<file path="src/rtl/mem_master_pkg.sv">
// Shared types and constants for the mem_master controller.
// Holds the controller state enum, the memory read-latency constant and the
// read-pipeline depth derived from it, plus the per-beat tag carried down the pipe.
package mem_master_pkg;

  // Controller states.
  typedef enum logic [1:0] {
    ST_IDLE  = 2'd0,
    ST_WRITE = 2'd1,
    ST_READ  = 2'd2,
    ST_DRAIN = 2'd3
  } state_e;

  // The memory registers its read output: data appears one cycle after the address.
  localparam int READ_LATENCY = 1;

  // One stage per cycle of memory latency, plus the output capture stage.
  localparam int RD_PIPE_DEPTH = READ_LATENCY + 1;

  // Tag that follows each issued read address down the pipe.
  typedef struct packed {
    logic vld;
    logic last;
  } pipe_tag_t;

endpackage

</file>
<file path="src/rtl/mem_master_if.sv">
// Request/response and memory-port bundle for mem_master.
// master: controller view (drives req_ready, rsp_*, wr_done, mem_we/addr/data).
// slave:  requester + memory view (drives req_*, mem_out).
interface mem_master_if #(
  parameter int ADDR_WIDTH = 6,
  parameter int DATA_WIDTH = 16,
  parameter int LEN_WIDTH  = 4
) ();

  // Request channel
  logic                  req_valid;
  logic                  req_ready;
  logic                  req_we;
  logic [ADDR_WIDTH-1:0] req_addr;
  logic [DATA_WIDTH-1:0] req_data;
  logic [LEN_WIDTH-1:0]  req_len;

  // Response channel (no backpressure)
  logic                  rsp_valid;
  logic [DATA_WIDTH-1:0] rsp_data;
  logic                  rsp_last;
  logic                  wr_done;

  // Memory port
  logic                  mem_we;
  logic [ADDR_WIDTH-1:0] mem_addr;
  logic [DATA_WIDTH-1:0] mem_data;
  logic [DATA_WIDTH-1:0] mem_out;

  modport master (
    input  req_valid, req_we, req_addr, req_data, req_len, mem_out,
    output req_ready, rsp_valid, rsp_data, rsp_last, wr_done,
           mem_we, mem_addr, mem_data
  );

  modport slave (
    output req_valid, req_we, req_addr, req_data, req_len, mem_out,
    input  req_ready, rsp_valid, rsp_data, rsp_last, wr_done,
           mem_we, mem_addr, mem_data
  );

endinterface

</file>
<file path="src/rtl/mem_rd_pipe.sv">
// Purpose: valid/last delay line tracking issued read addresses, plus rsp_data capture.
// Latency: DEPTH cycles from issue to rsp_valid; rsp_data captured one edge after mem_out is valid.
// Backpressure: none; one beat in, one beat out per cycle.
// Ports: issue_vld/issue_last mark an address presented this cycle; mem_out is the
// memory's registered read data; rsp_valid/rsp_last/rsp_data are registered outputs.
module mem_rd_pipe
  import mem_master_pkg::*;
#(
  parameter int DATA_WIDTH = 16,
  parameter int DEPTH      = RD_PIPE_DEPTH
) (
  input  logic                  clk,
  input  logic                  rst_n,
  input  logic                  issue_vld,
  input  logic                  issue_last,
  input  logic [DATA_WIDTH-1:0] mem_out,
  output logic                  rsp_valid,
  output logic                  rsp_last,
  output logic [DATA_WIDTH-1:0] rsp_data
);

  pipe_tag_t [DEPTH-1:0]  tag_q, tag_d;
  logic [DATA_WIDTH-1:0]  data_q, data_d;

  always_comb begin
    tag_d         = tag_q;
    tag_d[0].vld  = issue_vld;
    tag_d[0].last = issue_vld && issue_last;
    for (int i = 1; i < DEPTH; i++) begin
      tag_d[i] = tag_q[i-1];
    end

    // The stage just before the output lines up with mem_out being valid.
    data_d = data_q;
    if (tag_q[DEPTH-2].vld) begin
      data_d = mem_out;
    end
  end

  always_ff @(posedge clk or negedge rst_n) begin
    if (!rst_n) begin
      tag_q  <= '0;
      data_q <= '0;
    end else begin
      tag_q  <= tag_d;
      data_q <= data_d;
    end
  end

  assign rsp_valid = tag_q[DEPTH-1].vld;
  assign rsp_last  = tag_q[DEPTH-1].last;
  assign rsp_data  = data_q;

endmodule

</file>
<file path="src/rtl/mem_master.sv">
// Purpose: initiator-side controller driving a single-port synchronous memory from a valid/ready request port.
// Latency: write -> wr_done 2 cycles after accept; read -> first rsp_valid 3 cycles after accept, beats back-to-back.
// Backpressure: req_ready only in IDLE; responses have no backpressure.
// Ports: clk, rst_n (async active-low) plus the mem_master_if master modport carrying
// req_* (request), rsp_*/wr_done (responses) and mem_we/mem_addr/mem_data/mem_out (memory port).
module mem_master
  import mem_master_pkg::*;
#(
  parameter int ADDR_WIDTH = 6,
  parameter int DATA_WIDTH = 16,
  parameter int LEN_WIDTH  = 4
) (
  input  logic         clk,
  input  logic         rst_n,
  mem_master_if.master bus
);

  localparam logic [ADDR_WIDTH-1:0] ADDR_ONE = ADDR_WIDTH'(1);
  localparam logic [LEN_WIDTH-1:0]  LEN_ONE  = LEN_WIDTH'(1);

  state_e                state_q, state_d;
  logic [LEN_WIDTH-1:0]  cnt_q, cnt_d;
  logic                  req_ready_q, req_ready_d;
  logic                  wr_done_q, wr_done_d;
  logic                  mem_we_q, mem_we_d;
  logic [ADDR_WIDTH-1:0] mem_addr_q, mem_addr_d;
  logic [DATA_WIDTH-1:0] mem_data_q, mem_data_d;

  logic                  accept;
  logic                  issue_vld;
  logic                  issue_last;
  logic                  pipe_rsp_valid;
  logic                  pipe_rsp_last;
  logic [DATA_WIDTH-1:0] pipe_rsp_data;

  assign accept     = bus.req_valid && req_ready_q;
  // Every cycle in READ presents one address; cnt_q==0 marks the final one.
  assign issue_vld  = (state_q == ST_READ);
  assign issue_last = issue_vld && (cnt_q == '0);

  always_comb begin
    state_d    = state_q;
    cnt_d      = cnt_q;
    mem_addr_d = mem_addr_q;
    mem_data_d = mem_data_q;
    wr_done_d  = 1'b0;

    unique case (state_q)
      ST_IDLE: begin
        if (accept) begin
          mem_addr_d = bus.req_addr;
          if (bus.req_we) begin
            state_d    = ST_WRITE;
            mem_data_d = bus.req_data;
          end else begin
            state_d = ST_READ;
            cnt_d   = bus.req_len;
          end
        end
      end
      ST_WRITE: begin
        // The memory commits on the edge closing this cycle.
        state_d   = ST_IDLE;
        wr_done_d = 1'b1;
      end
      ST_READ: begin
        if (cnt_q == '0) begin
          state_d = ST_DRAIN;
        end else begin
          cnt_d      = cnt_q - LEN_ONE;
          mem_addr_d = mem_addr_q + ADDR_ONE;  // wraps modulo 2**ADDR_WIDTH
        end
      end
      ST_DRAIN: begin
        // The last beat is on the outputs this cycle, so the pipe is empty after it.
        if (pipe_rsp_last) begin
          state_d = ST_IDLE;
        end
      end
      default: begin
        state_d = ST_IDLE;
      end
    endcase

    // Registered outputs follow the next state so they line up with it.
    mem_we_d    = (state_d == ST_WRITE);
    req_ready_d = (state_d == ST_IDLE);
  end

  always_ff @(posedge clk or negedge rst_n) begin
    if (!rst_n) begin
      state_q     <= ST_IDLE;
      cnt_q       <= '0;
      req_ready_q <= 1'b0;
      wr_done_q   <= 1'b0;
      mem_we_q    <= 1'b0;
      mem_addr_q  <= '0;
      mem_data_q  <= '0;
    end else begin
      state_q     <= state_d;
      cnt_q       <= cnt_d;
      req_ready_q <= req_ready_d;
      wr_done_q   <= wr_done_d;
      mem_we_q    <= mem_we_d;
      mem_addr_q  <= mem_addr_d;
      mem_data_q  <= mem_data_d;
    end
  end

  mem_rd_pipe #(
    .DATA_WIDTH (DATA_WIDTH),
    .DEPTH      (RD_PIPE_DEPTH)
  ) u_rd_pipe (
    .clk        (clk),
    .rst_n      (rst_n),
    .issue_vld  (issue_vld),
    .issue_last (issue_last),
    .mem_out    (bus.mem_out),
    .rsp_valid  (pipe_rsp_valid),
    .rsp_last   (pipe_rsp_last),
    .rsp_data   (pipe_rsp_data)
  );

  assign bus.req_ready = req_ready_q;
  assign bus.wr_done   = wr_done_q;
  assign bus.mem_we    = mem_we_q;
  assign bus.mem_addr  = mem_addr_q;
  assign bus.mem_data  = mem_data_q;
  assign bus.rsp_valid = pipe_rsp_valid;
  assign bus.rsp_last  = pipe_rsp_last;
  assign bus.rsp_data  = pipe_rsp_data;

endmodule

</file>
<file path="src/flat_wrapper.sv">
// flat-port wrapper written by rule: the top's interface ports become plain ports
module mem_master_flat import mem_master_pkg::*;
#(
  parameter int ADDR_WIDTH = 6,
  parameter int DATA_WIDTH = 16,
  parameter int LEN_WIDTH  = 4
)
  (clk, rst_n, bus_req_valid, bus_req_we, bus_req_addr, bus_req_data, bus_req_len, bus_mem_out, bus_req_ready, bus_rsp_valid, bus_rsp_data, bus_rsp_last, bus_wr_done, bus_mem_we, bus_mem_addr, bus_mem_data);
  mem_master_if #(.ADDR_WIDTH(ADDR_WIDTH), .DATA_WIDTH(DATA_WIDTH), .LEN_WIDTH(LEN_WIDTH)) bus_i ();
  input  logic clk;
  input  logic rst_n;
  input wire logic [$bits(bus_i.req_valid)-1:0] bus_req_valid;
  input wire logic [$bits(bus_i.req_we)-1:0] bus_req_we;
  input wire logic [$bits(bus_i.req_addr)-1:0] bus_req_addr;
  input wire logic [$bits(bus_i.req_data)-1:0] bus_req_data;
  input wire logic [$bits(bus_i.req_len)-1:0] bus_req_len;
  input wire logic [$bits(bus_i.mem_out)-1:0] bus_mem_out;
  output wire logic [$bits(bus_i.req_ready)-1:0] bus_req_ready;
  output wire logic [$bits(bus_i.rsp_valid)-1:0] bus_rsp_valid;
  output wire logic [$bits(bus_i.rsp_data)-1:0] bus_rsp_data;
  output wire logic [$bits(bus_i.rsp_last)-1:0] bus_rsp_last;
  output wire logic [$bits(bus_i.wr_done)-1:0] bus_wr_done;
  output wire logic [$bits(bus_i.mem_we)-1:0] bus_mem_we;
  output wire logic [$bits(bus_i.mem_addr)-1:0] bus_mem_addr;
  output wire logic [$bits(bus_i.mem_data)-1:0] bus_mem_data;
  assign bus_i.req_valid = bus_req_valid;
  assign bus_i.req_we = bus_req_we;
  assign bus_i.req_addr = bus_req_addr;
  assign bus_i.req_data = bus_req_data;
  assign bus_i.req_len = bus_req_len;
  assign bus_i.mem_out = bus_mem_out;
  assign bus_req_ready = bus_i.req_ready;
  assign bus_rsp_valid = bus_i.rsp_valid;
  assign bus_rsp_data = bus_i.rsp_data;
  assign bus_rsp_last = bus_i.rsp_last;
  assign bus_wr_done = bus_i.wr_done;
  assign bus_mem_we = bus_i.mem_we;
  assign bus_mem_addr = bus_i.mem_addr;
  assign bus_mem_data = bus_i.mem_data;
  mem_master #(.ADDR_WIDTH(ADDR_WIDTH), .DATA_WIDTH(DATA_WIDTH), .LEN_WIDTH(LEN_WIDTH)) u_core (.clk(clk), .rst_n(rst_n), .bus(bus_i));
endmodule
</file>
<file path="config.mk">
export PLATFORM = sky130hd
export DESIGN_NAME = mem_master_flat
export DESIGN_NICKNAME = d
export VERILOG_FILES = /design/src/rtl/mem_master_pkg.sv /design/src/rtl/mem_master_if.sv /design/src/rtl/mem_rd_pipe.sv /design/src/rtl/mem_master.sv /design/src/flat_wrapper.sv
export SDC_FILE = /design/constraint.sdc
export NUM_CORES = 1
export LEC_CHECK = 0
export CORE_ASPECT_RATIO = 1.5
export CORE_UTILIZATION = 30
export DETAILED_ROUTE_END_ITERATION = 10
export HOLD_SLACK_MARGIN = 0.08
export PLACE_DENSITY_LB_ADDON = 0.12
export SLEW_MARGIN = 10
export SYNTH_ARGS = -nofsm -noshare
export SYNTH_HDL_FRONTEND = slang
export SYNTH_HIERARCHICAL = 1
export SYNTH_SLANG_ARGS = --single-unit
</file>
<file path="constraint.sdc">
create_clock -name clk -period 2.3 [get_ports clk]
set_input_delay 0.23 -clock clk [delete_from_list [all_inputs] [get_ports clk]]
set_output_delay 0.23 -clock clk [all_outputs]
set_load 0.01 [all_outputs]
</file>
==> results.toml, run 1 <==
[outcome]
outcome = "complete, no violations"

[placement]
dp_hpwl_um = 3780
gp_congestion = 0.770
io_buffer_count = 88

[cts]
cts_sinks = 51
worstSkewPairLatency_ps = 290
cts.clk_slew.worst_paths_ps = 90
cts_resized = 0
htree_levels = 2
root_buffer = "clkbuf_8"
cts.path.max_buffers = 2
cts_buffers = 5
cts_tree = "built"

[synth]
yosysMostFrequentCell = "dfrtp_1"
synth_area_um2 = 2290
synth_flop_cell = "dfrtp_1"
async_reset_ff_share_pct = 100
yosysWarnings = 6
synthTopCellsByCount = "dfrtp_1, mux2_2, mux2_4"
synth_edf_count = 0
synth_area_leaders = "dfrtp_1, mux2_2, mux2_4"
yosysSeqAreaShare_pct = 55.8
ys_seq_elements = 51
syn_nets = 213
yosys.area.top_type = "dfrtp_1"
synth_top_cell_area_share_pct = 55.8
synth_cell_types = 42
syn_inst = 165
avgSynthCellArea_um2 = 13.9

[detailed_routing]
drt_iter0_markers = 44
first_pass_iters = 4
drtAntennaViolNets = 0
wl_um = 5140
drc = 0
vias_per_cell = 4.69
vias = 1682
post_drt_wl_per_cell_um = 14.3

[global_route]
grt_usage_pct = 13.2
grt_max_degree = 30
antenna_found_initial = 0
grt-ovfl-total = 0
grt_pass1_wl_um = 7980
grt_pass1_vias = 1644

[sta]
slew-limit-headroom_pct = 63.7
max_freq_ghz = 0.573
whs_ps = 361
min_period_ps = 1740
period_share_pct = 75.9
rsz0062_at_grt = "false"
tightest_slew_ps = 545
hold_viol = 0
clock_skew_ps = 4.62
tns_ps = 0
setup_viol = 0
slew_violations = 0

[pwr]
switching_power_mw = 1.32
p_comb_share_pct = 48.3
p_seq_share_pct = 38.1
p_int_mw = 2.76
clock_power_share_pct = 13.5
leakage_nw = 1.47
switching_share_pct = 32.3
power_density_nw_per_um2 = 1210
vdd_drop_max_v = 0.000549

[finish]
area.sequential_um2 = 1280
fill_cells = 713
multi_input_comb_area_um2 = 896
antenna-diode-count = 0
areaGrowthSynthToFinish_pct = 47.1
nNetsFinal = 306
drive_above_1_share_pct = 19.7

[critical_path]
endpoint = "u_core/bus.mem_addr[1]$_DFFE_PN0P_"
cp-start-kind = "register"
timing.rr.end = "u_core/bus.mem_addr[1]$_DFFE_PN0P_"
reg2regPathDepth = 4
crit_arrival_ps = 1930
worstSetupStartpoint = "u_core/state_q[0]$_DFF_PN0_"
cp-end-kind = "register"
worstPathMaxFanout = 14
r2r_start = "u_core/state_q[0]$_DFF_PN0_"
path_class = "reg2reg"
rrSetupSlack_ps = 560
critPathRequiredTime_ps = 2490

[floorplanning]
start_util_pct = 31.2
fp-row-count = 38
die_x_um = 73.3
dieArea_um2 = 7980
die_h_um = 109
coreArea_um2 = 7320
io_pins = 89

[flow_run]
max_cap_viol_count = 0

[worst_hold_path]
hp-class = "reg2reg"
per-stage QoR:
stage,util (%),instance area [um2],std cells,total power [mW],worst slack (ps)
2_1_floorplan,-,2290,165,2.67,665
3_3_place_gp,44.4,3250,350,3.55,373
3_5_place_dp,44.4,3250,350,3.57,360
4_1_cts,45.9,3360,359,4.14,550
5_1_grt,45.9,3360,359,4.36,438
6_report,45.9,3360,359,4.07,555
timing repair:
item | 4_1_cts | 5_1_grt
hold endpoints to repair | 22 | 0
hold buffers | 1 | 0
buffers inserted | 0 | 0
critical path, cell delays in order, from the launching register on:
cell      delay [ps]
dfrtp_1          460
nand2b_1         320
inv_2            270
mux2_4           320
mux2_2           260
flip-flops by register name, summed over array words and instances, names as in the netlist:
register                    cells
u_core/state_q                  2
u_core/bus.req_ready            1
u_core/cnt_q                    4
u_core/u_rd_pipe/rsp_valid      1
u_core/bus.wr_done              1
u_core/u_rd_pipe/rsp_last       1
u_core/bus.mem_data            16
u_core/bus.mem_addr             6
u_core/u_rd_pipe/tag_d          2
u_core/bus.mem_we               1
u_core/u_rd_pipe/rsp_data      16
per-layer routing:
layer | GRT usage [%] | vias to the layer above | wire (um)
met4 | 4.20 | 0 | 64
met3 | 2.59 | 5 | 244
met5 | 0 | - | 0
li1 | - | 793 | -
met2 | 23.8 | 59 | 2670
met1 | 15.4 | 825 | 2160
cell type report:
cell class / instances / area share (%)
flip-flops and latches: 51 / 37.9
repair buffers: 95 / 28.1
multi-input cells: 99 / 26.6
well taps: 100 / 3.72
clock buffers: 8 / 2.98
inverters: 6 / 0.670
cell families after synthesis:
logic type | count (synthesis) | share of synthesized area [%]
AO/OA/AOI/OAI | 23 | 7.44
flip-flops | 51 | 55.8
AND/OR/NAND/NOR | 38 | 11.2
adder cells (fa/ha/maj) | 2 | 1.09
buffers and inverters | 15 | 4.98
multiplexers | 36 | 19.4
layout by cell type, fill, tap and decap left out, types with 2 or more instances in the layout:
cell type and count:
clkdlybuf4s50_1 87, dfrtp_1 51, mux2_2 23, mux2_4 11
clkbuf_8 7, nand2_1 6, inv_1 5, buf_4 5
nor3_1 4, and3_1 4, nor4_1 4, a221oi_1 4
nor2_1 3, a21oi_1 3, nor4bb_1 3, nand2b_1 2
or3b_1 2, mux2i_1 2, o21a_1 2, a22oi_1 2
o22ai_1 2, and2_1 2, o21ai_0 2, a311oi_1 2
ha_1 2
how the worst min path moves through the flow:
stage / endpoint / cells after the start / startpoint / slack, ps
after global placement: u_core/bus.mem_we$_DFF_PN0_ / 1 / rst_n / 250
after floorplan: u_core/bus.mem_addr[0]$_DFFE_PN0P_ / 0 / rst_n / -70
after CTS: u_core/u_rd_pipe/rsp_last$_DFF_PN0_ / 0 / u_core/u_rd_pipe/tag_d[2]$_DFF_PN0_ / 360
final: u_core/u_rd_pipe/rsp_last$_DFF_PN0_ / 0 / u_core/u_rd_pipe/tag_d[2]$_DFF_PN0_ / 360
after global routing: u_core/u_rd_pipe/rsp_last$_DFF_PN0_ / 0 / u_core/u_rd_pipe/tag_d[2]$_DFF_PN0_ / 360
after detailed placement: u_core/bus.mem_we$_DFF_PN0_ / 1 / rst_n / 250
power by group through the flow:
stage          Sequential (mW)  Combinational (mW)  Clock, mW
3_3_place_gp              1.57                1.98          0
5_1_grt                   1.62                2.14      0.607
6_report                  1.55                1.97      0.551
3_5_place_dp              1.57                1.99          0
4_1_cts                   1.56                2.00      0.585
2_1_floorplan             1.69               0.981          0
Note: power is estimated with default switching activity, not from simulation.
==> run 2, diff against run 1 <==
clock period = 1.6 ns   (was 2.3 ns; I/O delays follow)
==> results.toml, run 2 (same netlist as run 1, synthesis figures left out) <==
[detailed_routing]
vias = 1730
drc = 0
first_pass_iters = 4
drt_iter0_markers = 63
vias_per_cell = 4.61
wl_um = 5340
drtAntennaViolNets = 0
post_drt_wl_per_cell_um = 14.2

[finish]
antenna-diode-count = 0
nNetsFinal = 322
areaGrowthSynthToFinish_pct = 55.9
final_cell_mix = "clkdlybuf4s50_1, dfrtp_1, mux2_2"
stdcell_count = 375
drive_above_1_share_pct = 28.7
layout_commonest_cell = "clkdlybuf4s50_1"
post-route-util_pct = 48.7
final_area_um2 = 3560

[cts]
cts_setup_buffers = 0
cts_buffers = 5
worstSkewPairLatency_ps = 300
cts_tree = "built"
cts.clk_slew.worst_paths_ps = 90
cts_sinks = 51
root_buffer = "clkbuf_8"
cts.path.max_buffers = 2
htree_levels = 2

[sta]
max_freq_ghz = 0.642
hold_viol = 0
tns_ps = 0
tightest_slew_ps = 376
period_share_pct = 97.4
whs_ps = 298
slew-limit-headroom_pct = 74.9
worst_slack_ps = 42.2
clock_skew_ps = 6.24
slew_violations = 0
setup_viol = 0
min_period_ps = 1560

[flow_run]
max_cap_viol_count = 0

[pwr]
vdd_drop_max_v = 0.000759
power_density_nw_per_um2 = 1760
power_mw = 6.27
leakage_nw = 1.55

[critical_path]
critPathSlowestCell = "or3b_4"
cp-start-kind = "register"
critPathRequiredTime_ps = 1810
cp-end-kind = "register"
r2r_start = "u_core/cnt_q[1]$_DFFE_PN0P_"
cp_top_family = "simple AND/OR/NAND/NOR gates"
cp_slowest_stage_delay_ps = 430
worstPathMaxFanout = 5
worstSetupStartpoint = "u_core/cnt_q[1]$_DFFE_PN0P_"
path_class = "reg2reg"
crit_chain = "inv_1 -> ha_4 -> or3b_4 -> mux2i_1 -> a221oi_2"
crit_buf_inv = 1
crit_arrival_ps = 1770

[global_route]
grt_pass1_wl_um = 8600
grt_pass1_vias = 1793
grt_usage_pct = 14.2
grt-ovfl-total = 0
antenna_found_initial = 0
grt_max_degree = 37

[placement]
gp_congestion = 0.832
dp_slack_ps = -109
dp_hpwl_um = 3900
dpl-instance-area_um2 = 3390
dp_cells = 366
io_buffer_count = 88

[floorplanning]
dieArea_um2 = 7980
die_h_um = 109
io_pins = 89
coreArea_um2 = 7320
fp-row-count = 38
start_util_pct = 31.2
die_x_um = 73.3

[worst_hold_path]
hp-class = "in2async"

[outcome]
outcome = "complete, no violations"
-- run 2: changes by cell type in the layout (fill, tap and decap cells not counted), sizes merged --
cell	delta
clkinvlp	+1
inv	+1
clkbuf	-2
buf	+16
-- run 2: path summary, 6_finish.rpt --
check	end	slack, ps	depth (start not counted)
max	u_core/bus.mem_addr[0]$_DFFE_PN0P_	40	5
min	u_core/bus.mem_data[6]$_DFFE_PN0P_	300	2
max reg2reg	u_core/bus.mem_addr[0]$_DFFE_PN0P_	40	5
min reg2reg	u_core/u_rd_pipe/rsp_last$_DFF_PN0_	360	0
max in group asynchronous	u_core/bus.mem_addr[2]$_DFFE_PN0P_	790	3
min in group clk	u_core/u_rd_pipe/rsp_last$_DFF_PN0_	360	0
-- run 2: report_power, final --
part / switching (mW) / leakage, nW / internal (mW)
sequential: 0.360 / 0.614 / 1.85
clock: 0.426 / 0.0418 / 0.315
combinational: 1.30 / 0.897 / 2.03
-- run 2: repair_timing --
item | in CTS | in global routing
pin swaps | 0 | 2
hold endpoints to repair | 15 | 0
gates resized for setup | 4 | 13
hold buffers | 1 | 0
cloned | 0 | 0
setup endpoints to repair | 6 | 17
-- run 2: metal layers --
| metal | GRT usage [%] | routed length [um] | part of all wire (%) | vias to the layer above |
|---|---|---|---|---|
| met1 | 16.0 | 2090 | 39 | 835 |
| met4 | 5.32 | 76 | 1.4 | 0 |
| met5 | 0 | 0 | 0 | - |
| li1 | - | - | - | 828 |
| met2 | 25.5 | 2880 | 54 | 60 |
| met3 | 3.23 | 288 | 5.4 | 7 |
-- run 2: layout make-up --
type / count / area, um2
Clock buffer: 6 / 72.6
Clock inverter: 2 / 16.3
Fill cell: 717 / 3760
Inverter: 6 / 22.5
Multi-Input combinational cell: 99 / 971
Sequential cell: 51 / 1280
Tap cell: 100 / 125
Timing Repair Buffer: 111 / 1080
-- run 2: worst reg2reg max path, cell delays in order, from the launching register on --
cell      delay (ps)
dfrtp_1          390
inv_1            110
ha_4             160
or3b_4           430
mux2i_1          160
a221oi_2         230
==> run 3, diff against run 2 <==
CAP_MARGIN = 20   (was unset)
CORE_UTILIZATION = 39   (was 30)
PLACE_DENSITY_LB_ADDON = 0.25   (was 0.12)
==> results.toml, run 3 (same netlist as run 1, synthesis figures left out) <==
[outcome]
outcome = "complete, no violations"

[sta]
setup_viol = 0
max_freq_ghz = 0.659
clock_skew_ps = 4.98
min_period_ps = 1520
period_share_pct = 94.8
hold_viol = 0
slew-limit-headroom_pct = 71.6
slew_violations = 0
tightest_slew_ps = 427
worst_slack_ps = 82.6

[finish]
fill_cells = 435
layout_commonest_cell = "clkdlybuf4s50_1"
post-route-util_pct = 63.5
final_cell_mix = "clkdlybuf4s50_1, dfrtp_1, buf_4, mux2_2, mux2_4"
multi_input_comb_area_um2 = 958
area.sequential_um2 = 1280
nNetsFinal = 324
areaGrowthSynthToFinish_pct = 55.0
drive_above_1_share_pct = 29.6
final_area_um2 = 3540
stdcell_count = 347
antenna-diode-count = 0

[pwr]
switching_power_mw = 2.05
p_int_mw = 4.28
p_comb_share_pct = 50.4
power_density_nw_per_um2 = 1790
vdd_drop_max_v = 0.000837
leakage_nw = 1.58
p_seq_share_pct = 35.4
clock_power_share_pct = 14.2
switching_share_pct = 32.4

[floorplanning]
dieArea_um2 = 6180
fp-row-count = 33
die_x_um = 64.5
io_pins = 89
die_h_um = 95.8
start_util_pct = 41.0
coreArea_um2 = 5570

[cts]
worstSkewPairLatency_ps = 300
cts.clk_slew.worst_paths_ps = 100
cts_sinks = 51
cts.path.max_buffers = 2
root_buffer = "clkbuf_8"
htree_levels = 2
cts_buffers = 5
cts_tree = "built"

[detailed_routing]
drt_iter0_markers = 57
drtAntennaViolNets = 0
first_pass_iters = 4
wl_um = 5150
drc = 0
post_drt_wl_per_cell_um = 14.9
vias_per_cell = 4.95
vias = 1716

[critical_path]
crit_arrival_ps = 1760
cp-end-kind = "register"
critPathRequiredTime_ps = 1850
path_class = "reg2reg"
cp-start-kind = "register"
reg2regPathDepth = 6
worstPathMaxFanout = 5

[global_route]
grt_pass1_vias = 1684
grt_usage_pct = 17.1
grt_max_degree = 21
grt_pass1_wl_um = 7960
grt-ovfl-total = 0
antenna_found_initial = 0

[placement]
io_buffer_count = 88
dp_hpwl_um = 3800
dp_cells = 334
dpl-instance-area_um2 = 3310
gp_congestion = 0.838
dp_slack_ps = -164

[flow_run]
max_cap_viol_count = 0

[worst_hold_path]
hp-class = "in2async"
## run 3: worst paths after layout
check,slack (ps),end,startpoint
worst min-delay path,310,u_core/bus.mem_we$_DFF_PN0_,rst_n
worst max-delay path,80,u_core/state_q[0]$_DFF_PN0_,u_core/cnt_q[0]$_DFFE_PN0P_
max in group asynchronous,690,u_core/bus.mem_addr[0]$_DFFE_PN0P_,rst_n
worst min register to register,350,u_core/u_rd_pipe/rsp_last$_DFF_PN0_,u_core/u_rd_pipe/tag_d[2]$_DFF_PN0_
min in group clk,350,u_core/u_rd_pipe/rsp_last$_DFF_PN0_,u_core/u_rd_pipe/tag_d[2]$_DFF_PN0_
worst max register to register,80,u_core/state_q[0]$_DFF_PN0_,u_core/cnt_q[0]$_DFFE_PN0P_
## run 3: metal layers
layer | part of all wire, % | global-route usage (%) | up-vias | wire length (um)
met5 | 0 | 0 | - | 0
met4 | 1.2 | 5.93 | 0 | 61
met3 | 3.8 | 3.55 | 5 | 197
met2 | 52 | 29.4 | 52 | 2670
met1 | 43 | 21.1 | 824 | 2220
li1 | - | - | 835 | -
## run 3: metrics by stage
step	hold WS (ps)	TNS [ps]	total power [mW]
floorplan	-136	0	3.85
global placement	114	-2230	5.24
detailed placement	125	-2520	5.32
CTS	325	-1.11	6.26
global route	344	-4.18	6.73
finish	311	0	6.33
## run 3: area by class of cell
cell class / instances / area share [%]
clock inverters: 3 / 1.31
clock buffers: 5 / 1.94
inverters: 6 / 0.636
multi-input cells: 99 / 27.1
well taps: 70 / 2.47
repair buffers: 113 / 30.5
flip-flops and latches: 51 / 36.1
## run 3: timing repair
item,CTS,global route
hold buffers,1,0
resized for setup,2,12
pin swaps,1,0
endpoints found under the hold margin,18,0
buffers inserted,3,1
endpoints found under the setup margin,20,24
## run 3: worst max-delay path: stages (launching register included)
cell and delay (ps):
dfrtp_1 400, inv_2 90, ha_4 150, or3b_4 430, buf_4 160, mux2i_1 110
a21o_1 130
## run 3: power by group through the flow
stage | Combinational, mW | Sequential [mW] | Clock (mW)
global route | 3.43 | 2.32 | 0.979
floorplan | 1.41 | 2.43 | 0
detailed placement | 3.07 | 2.25 | 0
CTS | 3.11 | 2.22 | 0.925
finish | 3.19 | 2.24 | 0.900
global placement | 3.02 | 2.22 | 0
